File: src/rtl/vram_write_arbiter.sv
// Round-robin arbiter sharing the VRAM write port between NUM_REQ valid/ready writers.
// Optional burst lock (req_last) is compiled in with `define VRAM_ARB_BURST_EN.
module vram_write_arbiter #(
  parameter int unsigned NUM_REQ   = 2,
  parameter int unsigned ADDR_W    = 14,
  parameter int unsigned DATA_W    = 24,
  parameter int unsigned VRAM_SIZE = 14400
) (
  input  logic                        clk,
  input  logic                        rst,
  input  logic [NUM_REQ-1:0]          req_valid_i,
  output logic [NUM_REQ-1:0]          req_ready_o,
  input  logic [NUM_REQ*ADDR_W-1:0]   req_addr_i,
  input  logic [NUM_REQ*DATA_W-1:0]   req_data_i,
  input  logic [NUM_REQ-1:0]          req_last_i,
  output logic                        vram_we_o,
  output logic [ADDR_W-1:0]           vram_addr_o,
  output logic [DATA_W-1:0]           vram_wdata_o,
  output logic                        err_oob_o,
  output logic [31:0]                 wr_count_o
);

  localparam int unsigned PTR_W = (NUM_REQ > 1) ? $clog2(NUM_REQ) : 1;
  localparam logic [ADDR_W:0] SIZE_L = (ADDR_W + 1)'(VRAM_SIZE);

`ifdef VRAM_ARB_BURST_EN
  typedef enum logic {
    ST_ARB  = 1'b0,
    ST_LOCK = 1'b1
  } state_e;

  state_e             state_q, state_d;
  logic [PTR_W-1:0]   lock_id_q, lock_id_d;
`else
  logic               unused_last;
  assign unused_last = ^req_last_i;
`endif

  logic [PTR_W-1:0]   rr_ptr_q, rr_ptr_d;
  logic               we_q, we_d;
  logic [ADDR_W-1:0]  addr_q, addr_d;
  logic [DATA_W-1:0]  data_q, data_d;
  logic               err_q, err_d;
  logic [31:0]        cnt_q, cnt_d;

  logic [PTR_W-1:0]   win_c;
  logic [PTR_W-1:0]   cand_c;
  logic               found_c;
  logic               xfer_c;
  logic [ADDR_W-1:0]  sel_addr_c;
  logic [DATA_W-1:0]  sel_data_c;
  logic               sel_last_c;
  logic               in_range_c;

  // Winner selection, grant and next-state computation
  always_comb begin
    win_c       = '0;
    cand_c      = '0;
    found_c     = 1'b0;
    sel_addr_c  = '0;
    sel_data_c  = '0;
    sel_last_c  = 1'b1;
    req_ready_o = '0;
    rr_ptr_d    = rr_ptr_q;
    we_d        = 1'b0;
    err_d       = 1'b0;
    addr_d      = addr_q;
    data_d      = data_q;
    cnt_d       = cnt_q;
`ifdef VRAM_ARB_BURST_EN
    state_d     = state_q;
    lock_id_d   = lock_id_q;
`endif

    for (int k = 0; k < int'(NUM_REQ); k++) begin
      cand_c = PTR_W'((int'(rr_ptr_q) + k) % int'(NUM_REQ));
      if (!found_c && req_valid_i[cand_c]) begin
        found_c = 1'b1;
        win_c   = cand_c;
      end
    end

`ifdef VRAM_ARB_BURST_EN
    // A held lock ignores everyone else, even while the owner idles
    if (state_q == ST_LOCK) begin
      win_c   = lock_id_q;
      found_c = req_valid_i[lock_id_q];
    end
`endif

    xfer_c = found_c & ~rst;
    if (xfer_c) req_ready_o[win_c] = 1'b1;

    for (int k = 0; k < int'(NUM_REQ); k++) begin
      if (PTR_W'(k) == win_c) begin
        sel_addr_c = req_addr_i[k*ADDR_W +: ADDR_W];
        sel_data_c = req_data_i[k*DATA_W +: DATA_W];
        sel_last_c = req_last_i[k];
      end
    end

    in_range_c = ({1'b0, sel_addr_c} < SIZE_L);

    if (xfer_c) begin
      rr_ptr_d = PTR_W'((int'(win_c) + 1) % int'(NUM_REQ));
      we_d     = in_range_c;
      err_d    = ~in_range_c;
      if (in_range_c) begin
        addr_d = sel_addr_c;
        data_d = sel_data_c;
        cnt_d  = cnt_q + 32'd1;
      end
    end

`ifdef VRAM_ARB_BURST_EN
    case (state_q)
      ST_ARB: begin
        if (xfer_c && !sel_last_c) begin
          state_d   = ST_LOCK;
          lock_id_d = win_c;
        end
      end
      ST_LOCK: begin
        if (xfer_c && sel_last_c) state_d = ST_ARB;
      end
      default: state_d = ST_ARB;
    endcase
`else
    sel_last_c = 1'b1;
`endif
  end

  // State and output registers
  always_ff @(posedge clk) begin
    if (rst) begin
      rr_ptr_q  <= '0;
      we_q      <= 1'b0;
      addr_q    <= '0;
      data_q    <= '0;
      err_q     <= 1'b0;
      cnt_q     <= '0;
`ifdef VRAM_ARB_BURST_EN
      state_q   <= ST_ARB;
      lock_id_q <= '0;
`endif
    end else begin
      rr_ptr_q  <= rr_ptr_d;
      we_q      <= we_d;
      addr_q    <= addr_d;
      data_q    <= data_d;
      err_q     <= err_d;
      cnt_q     <= cnt_d;
`ifdef VRAM_ARB_BURST_EN
      state_q   <= state_d;
      lock_id_q <= lock_id_d;
`endif
    end
  end

  assign vram_we_o    = we_q;
  assign vram_addr_o  = addr_q;
  assign vram_wdata_o = data_q;
  assign err_oob_o    = err_q;
  assign wr_count_o   = cnt_q;

endmodule
File: config.mk
export PLATFORM = sky130hd
export DESIGN_NAME = vram_write_arbiter
export DESIGN_NICKNAME = d
export VERILOG_FILES = /design/src/rtl/vram_write_arbiter.sv
export SDC_FILE = /design/constraint.sdc
export NUM_CORES = 1
export LEC_CHECK = 0
export BUFFER_PORTS_ARGS = -buffer_cell sky130_fd_sc_hd__buf_4
export CORE_ASPECT_RATIO = 1.4
export CORE_UTILIZATION = 45
export DETAILED_ROUTE_END_ITERATION = 16
export GPL_ROUTABILITY_DRIVEN = 1
export PLACE_DENSITY = 0.77
export SLEW_MARGIN = 30
export SYNTH_ARGS = -nofsm -noshare
export SYNTH_HDL_FRONTEND = slang
export SYNTH_SLANG_ARGS = --single-unit
File: constraint.sdc
create_clock -name clk -period 3 [get_ports clk]
set_input_delay 0.3 -clock clk [delete_from_list [all_inputs] [get_ports clk]]
set_output_delay 0.3 -clock clk [all_outputs]
set_load 0.03 [all_outputs]
* After elaboration in Yosys (flattened, before gate mapping)
Index checks and enable logic that the tools add are counted.
Storage, ports and cells: bits in registers 73, input port bits 82, output and inout bits 74, logic and storage cells 36
Cells by class: add/sub/neg operators 3, magnitude comparators 5, mux-type cells 13, bitwise operators 4, reductions and logical operators 5
Operators with widths (count):
- adder 32 x 1 -> 32 bit, second input constant | 1
- 2-to-1 mux 24 bit | 1
- < comparator 14 bit, second input constant | 1
- 2-to-1 mux 14 bit | 1
- 2-to-1 mux 1 bit | 9
- < comparator 1 x 2 -> 1 bit, second input constant | 3
- NOT 1 bit | 3
- adder 1 bit, second input constant | 2
- logical AND 1 bit | 2
- 2-to-1 mux 2 bit | 1
- AND reduction 2 bit | 1
- OR reduction 2 bit | 1
- bitwise AND 1 bit | 1
- demux 1 bit (select 1 bit) | 1
- >= comparator 1 bit, second input constant | 1
- logical NOT 1 bit | 1

* Longest topological paths before layout
depth after elaboration 11, mapped depth 8, depth with buffers taken out 6

* Worst setup path before layout
OpenSTA, ideal clock, no wires.
path type register to register, start point register cnt_q[8] (netlist: wr_count_o[8]), end point register cnt_q[21] (netlist: wr_count_o[21]), setup time 0.070 ns, arrival 1.939 ns, data required time 2.930 ns, slack 0.990 ns, stages on the path, launching flop included 6, buffers on the path 0, clock period less this slack 2.010 ns, path through dfxtp_1 -> nand4_1 -> nor4_2 -> nand2_1 -> or4_1 -> a21oi_1
Between the ends: cells in the longest elaborated chain, start to end 1
RTL lines:
- from (decl) | line 44 | logic [31:0] cnt_q, cnt_d;
- from (signal assigned) | line 152 | cnt_q <= cnt_d;
- adder 32 x 1 -> 32 bit | line 111 | cnt_d = cnt_q + 32'd1;
No other way between the ends. A chain may end at the register's enable or synchronous reset.

* Worst setup path in the final report
start point register rr_ptr_q, end point register data_q[17] (netlist: vram_wdata_o[17])
Between the ends: cells in the longest elaborated chain, start to end 9, elaborated cells on any way between the ends 16, classes of those cells add/sub (1); order compare (1); mux (10); bitwise (1); reduce/logical (3)
RTL lines:
- from (decl) | line 39 | logic [PTR_W-1:0] rr_ptr_q, rr_ptr_d;
- from (signal assigned) | line 147 | rr_ptr_q <= rr_ptr_d;
- 2-to-1 mux 1 bit (not written as such) (2 in series) | line 77 | if (!found_c && req_valid_i[cand_c]) begin
- 2-to-1 mux 1 bit | line 77
- logical NOT 1 bit | line 77
- logical AND 1 bit | line 77
- 2-to-1 mux 1 bit | line 77
- 2-to-1 mux 14 bit | line 95 | if (PTR_W'(k) == win_c) begin
- < comparator 14 bit | line 102 | in_range_c = ({1'b0, sel_addr_c} < SIZE_L);
- AND reduction 2 bit (no source line)
- to (signal assigned) | line 150 | data_q <= data_d;
- to (decl) | line 42 | logic [DATA_W-1:0] data_q, data_d;
Parallel ways exist; a longest one is shown, timed or not. The select of a mux whose other input is x is not followed.

==> flow_summary.json <==
{
  "grt_overflow": 0,
  "dieArea_sq_mm": 0.00784,
  "crit_required_ns": 3.25,
  "ys_ff_latch": 73,
  "drcViolationCount": 0,
  "yosys_warnings": 0,
  "worst_pin_slew_ns": 0.794,
  "hold_viol_final": 0,
  "post_cts_buffers": 0,
  "placed_cells": 647,
  "rows": 37,
  "drive_gt1_frac": 0.323,
  "slowest_delay_ns": 0.54,
  "p_leak_nw": 2.02,
  "end_kind": "register",
  "cts_resized": 0,
  "setup_viol": 0,
  "clkLatencyLatePin_ns": 0.36,
  "synth.area.top_cells": "dfxtp_1 (43%), nand2_1 (9.8%), a311oi_1 (8.8%)",
  "crit_family": "compound AO/OA/AOI/OAI gates",
  "ir_drop_v": 0.000348,
  "max_freq_mhz": 404,
  "routed_wl_um": 9470,
  "final.min_clock_period_ns": 2.48,
  "slew_viol_final": 0,
  "die_y_um": 104,
  "holdBufCountCts": 0,
  "yosysTopAreaCellShare": 0.434,
  "cts_tree": "done",
  "crit_fanout": 40,
  "rsz0062_at_grt": "false",
  "place_congestion": 0.754,
  "fin_skew_ns": 0.00499,
  "cp_num_buf_inv": 2,
  "clk_pin_slew_ns": 0.07,
  "die_x_um": 75.1,
  "r2r_slack_ns": 0.52,
  "layout.nets": 644,
  "drv_cap": 0,
  "grt_pass1_wl_um": 15200,
  "crit_arrival_ns": 2.73,
  "slowest_stage": "clkinv_2",
  "grt_max_degree": 63,
  "regArea_sq_mm": 0.00146,
  "yosysTopAreaCell": "dfxtp_1",
  "vias": 3656,
  "cts.sinks": 73,
  "grt_pass1_vias": 3385,
  "ios": 156,
  "track_usage": 0.253,
  "syn_area_per_cell_sq_um": 8.00,
  "wl_per_cell_um": 14.3,
  "ys_types": 41,
  "outcome": "finished clean",
  "dp_hpwl_um": 6930,
  "synth-seq-area-share": 0.434,
  "syn_inst": 421,
  "syn_nets": 504,
  "instances_no_fill": 663,
  "antennaDiodeCount": 0,
  "hp-class": "primary input to register",
  "ctsHtreeMaxLevel": 3,
  "drtAntennaViolNets": 0,
  "crit_chain": "nand2b_1 > a21o_1 > o221ai_4 > clkinv_2 > buf_12 > a311oi_1",
  "multi_input_area_sq_mm": 0.00175,
  "coreArea_sq_mm": 0.00731,
  "slew_headroom": 0.469,
  "fin_setup_tns_ns": 0,
  "antenna_found_initial": 0,
  "initial_utilization": 0.461,
  "startpoint_type": "register",
  "cts_max_path_buffers": 2,
  "p_per_area_mw_per_mm2": 492,
  "root_buffer": "clkbuf_8",
  "detailedRoute.firstPassIterationCount": 6,
  "crit_type": "register to register",
  "netlist_area_sq_mm": 0.00337,
  "nFillCells": 680,
  "area_growth_syn_to_layout_pct": 42.0,
  "drtIter0Drc": 224,
  "post-route-period-util": 0.825,
  "via_per_inst": 5.51,
  "port_buffers": 153,
  "cts_buffers": 9
}
==> power by group <==
part | internal [mW] | switching, mW | leakage, nW
logic | 0.197 | 0.275 | 1.31
clock network | 0.460 | 0.365 | 0.113
registers | 1.02 | 0.0350 | 0.598
==> placed cells by master (no fill, tap or decap), types with 5 or more instances in the layout <==
master    instances
mux2i_1           7
or4_1            13
buf_4           159
dfxtp_1          73
inv_1             7
nand3_1          21
nand4_1           6
clkinv_2          6
a311oi_1         34
o31ai_1          11
clkbuf_8          9
and3_1            6
or3_1             8
nor2_1           46
nand2_1          88
o41ai_1           5
o21ai_0          13
a21oi_1          23
==> metrics by stage <==
stage | util | total power, mW | setup slack [ns] | hold slack (ns) | cell area [sq um]
2_1_floorplan | - | 1.34 | 0.990 | 0.399 | 3370
3_3_place_gp | 0.625 | 1.54 | 0.521 | 0.443 | 4570
3_5_place_dp | 0.625 | 1.55 | 0.442 | 0.447 | 4570
4_1_cts | 0.654 | 2.37 | 0.512 | 0.157 | 4780
5_1_grt | 0.654 | 2.46 | 0.284 | 0.174 | 4780
6_report | 0.654 | 2.36 | 0.524 | 0.169 | 4780
==> layer usage <==
layer / track usage / up-vias / wire length, um
met5: 0 / - / 0
met4: 0.0873 / 0 / 142
met3: 0.107 / 10 / 794
met2: 0.442 / 133 / 4910
met1: 0.265 / 1697 / 3630
li1: - / 1816 / -
==> cells by family after synthesis <==
kind of cell,Yosys count,synth area share
adder cells (fa/ha/maj),1,0.00371
flip-flops,73,0.434
AO/OA/AOI/OAI,98,0.209
buffers and inverters,39,0.0512
multiplexers,8,0.0241
AND/OR/NAND/NOR,202,0.278
==> synth_stat cells <==
master	n
o221ai_2	1
nor2_2	3
nor4_2	1
a31oi_1	1
buf_2	5
o21ai_0	13
a311oi_1	34
or3_1	8
a21oi_1	23
clkbuf_1	21
buf_4	3
and3_1	6
o311ai_1	3
mux2_1	1
inv_1	7
o31ai_1	11
nor2_1	46
mux2i_1	7
nand4bb_1	1
ha_1	1
nand2b_1	1
dfxtp_1	73
clkinv_2	1
nor3_1	2
nand4_1	6
nand2_1	88
a211oi_1	1
o21bai_1	1
a21o_1	1
or4_1	13
buf_6	1
and2_1	2
o21a_1	1
nand4b_1	1
nand3_1	21
o41ai_1	5
o21ai_1	1
buf_1	1
a31o_2	1
and4_1	3
o22a_1	1
==> sequential cells by signal (all words and copies together) (netlist names) <==
register,cells
err_oob_o,1
rr_ptr_q,1
vram_addr_o,14
vram_wdata_o,24
vram_we_o,1
wr_count_o,32
==> worst reg2reg max path: stages, from the launching register on <==
cell,delay (ns)
dfxtp_1,0.32
nand2b_1,0.18
a21o_1,0.24
o221ai_4,0.47
clkinv_2,0.54
buf_12,0.35
a311oi_1,0.27
==> path summary, 6_finish.rpt <==
kind / startpoint / end / cells past startpoint
hold / removal: req_valid_i[1] / rr_ptr_q$_SDFFE_PP0P_ / 2
setup reg to reg: rr_ptr_q$_SDFFE_PP0P_ / vram_wdata_o[17]$_SDFFE_PP0P_ / 6
setup / recovery: rr_ptr_q$_SDFFE_PP0P_ / vram_wdata_o[17]$_SDFFE_PP0P_ / 6
hold reg to reg: rr_ptr_q$_SDFFE_PP0P_ / rr_ptr_q$_SDFFE_PP0P_ / 1
==> cell type report <==
| class | instances | share of cell area |
|---|---|---|
| Multi-Input combinational cell | 309 | 0.365 |
| Sequential cell | 73 | 0.306 |
| Inverter | 8 | 0.00654 |
| Tap cell | 97 | 0.0254 |
| Timing Repair Buffer | 160 | 0.254 |
| Clock buffer | 9 | 0.0259 |
| Clock inverter | 7 | 0.0178 |
No activity file was read; power rests on OpenSTA's default activity.
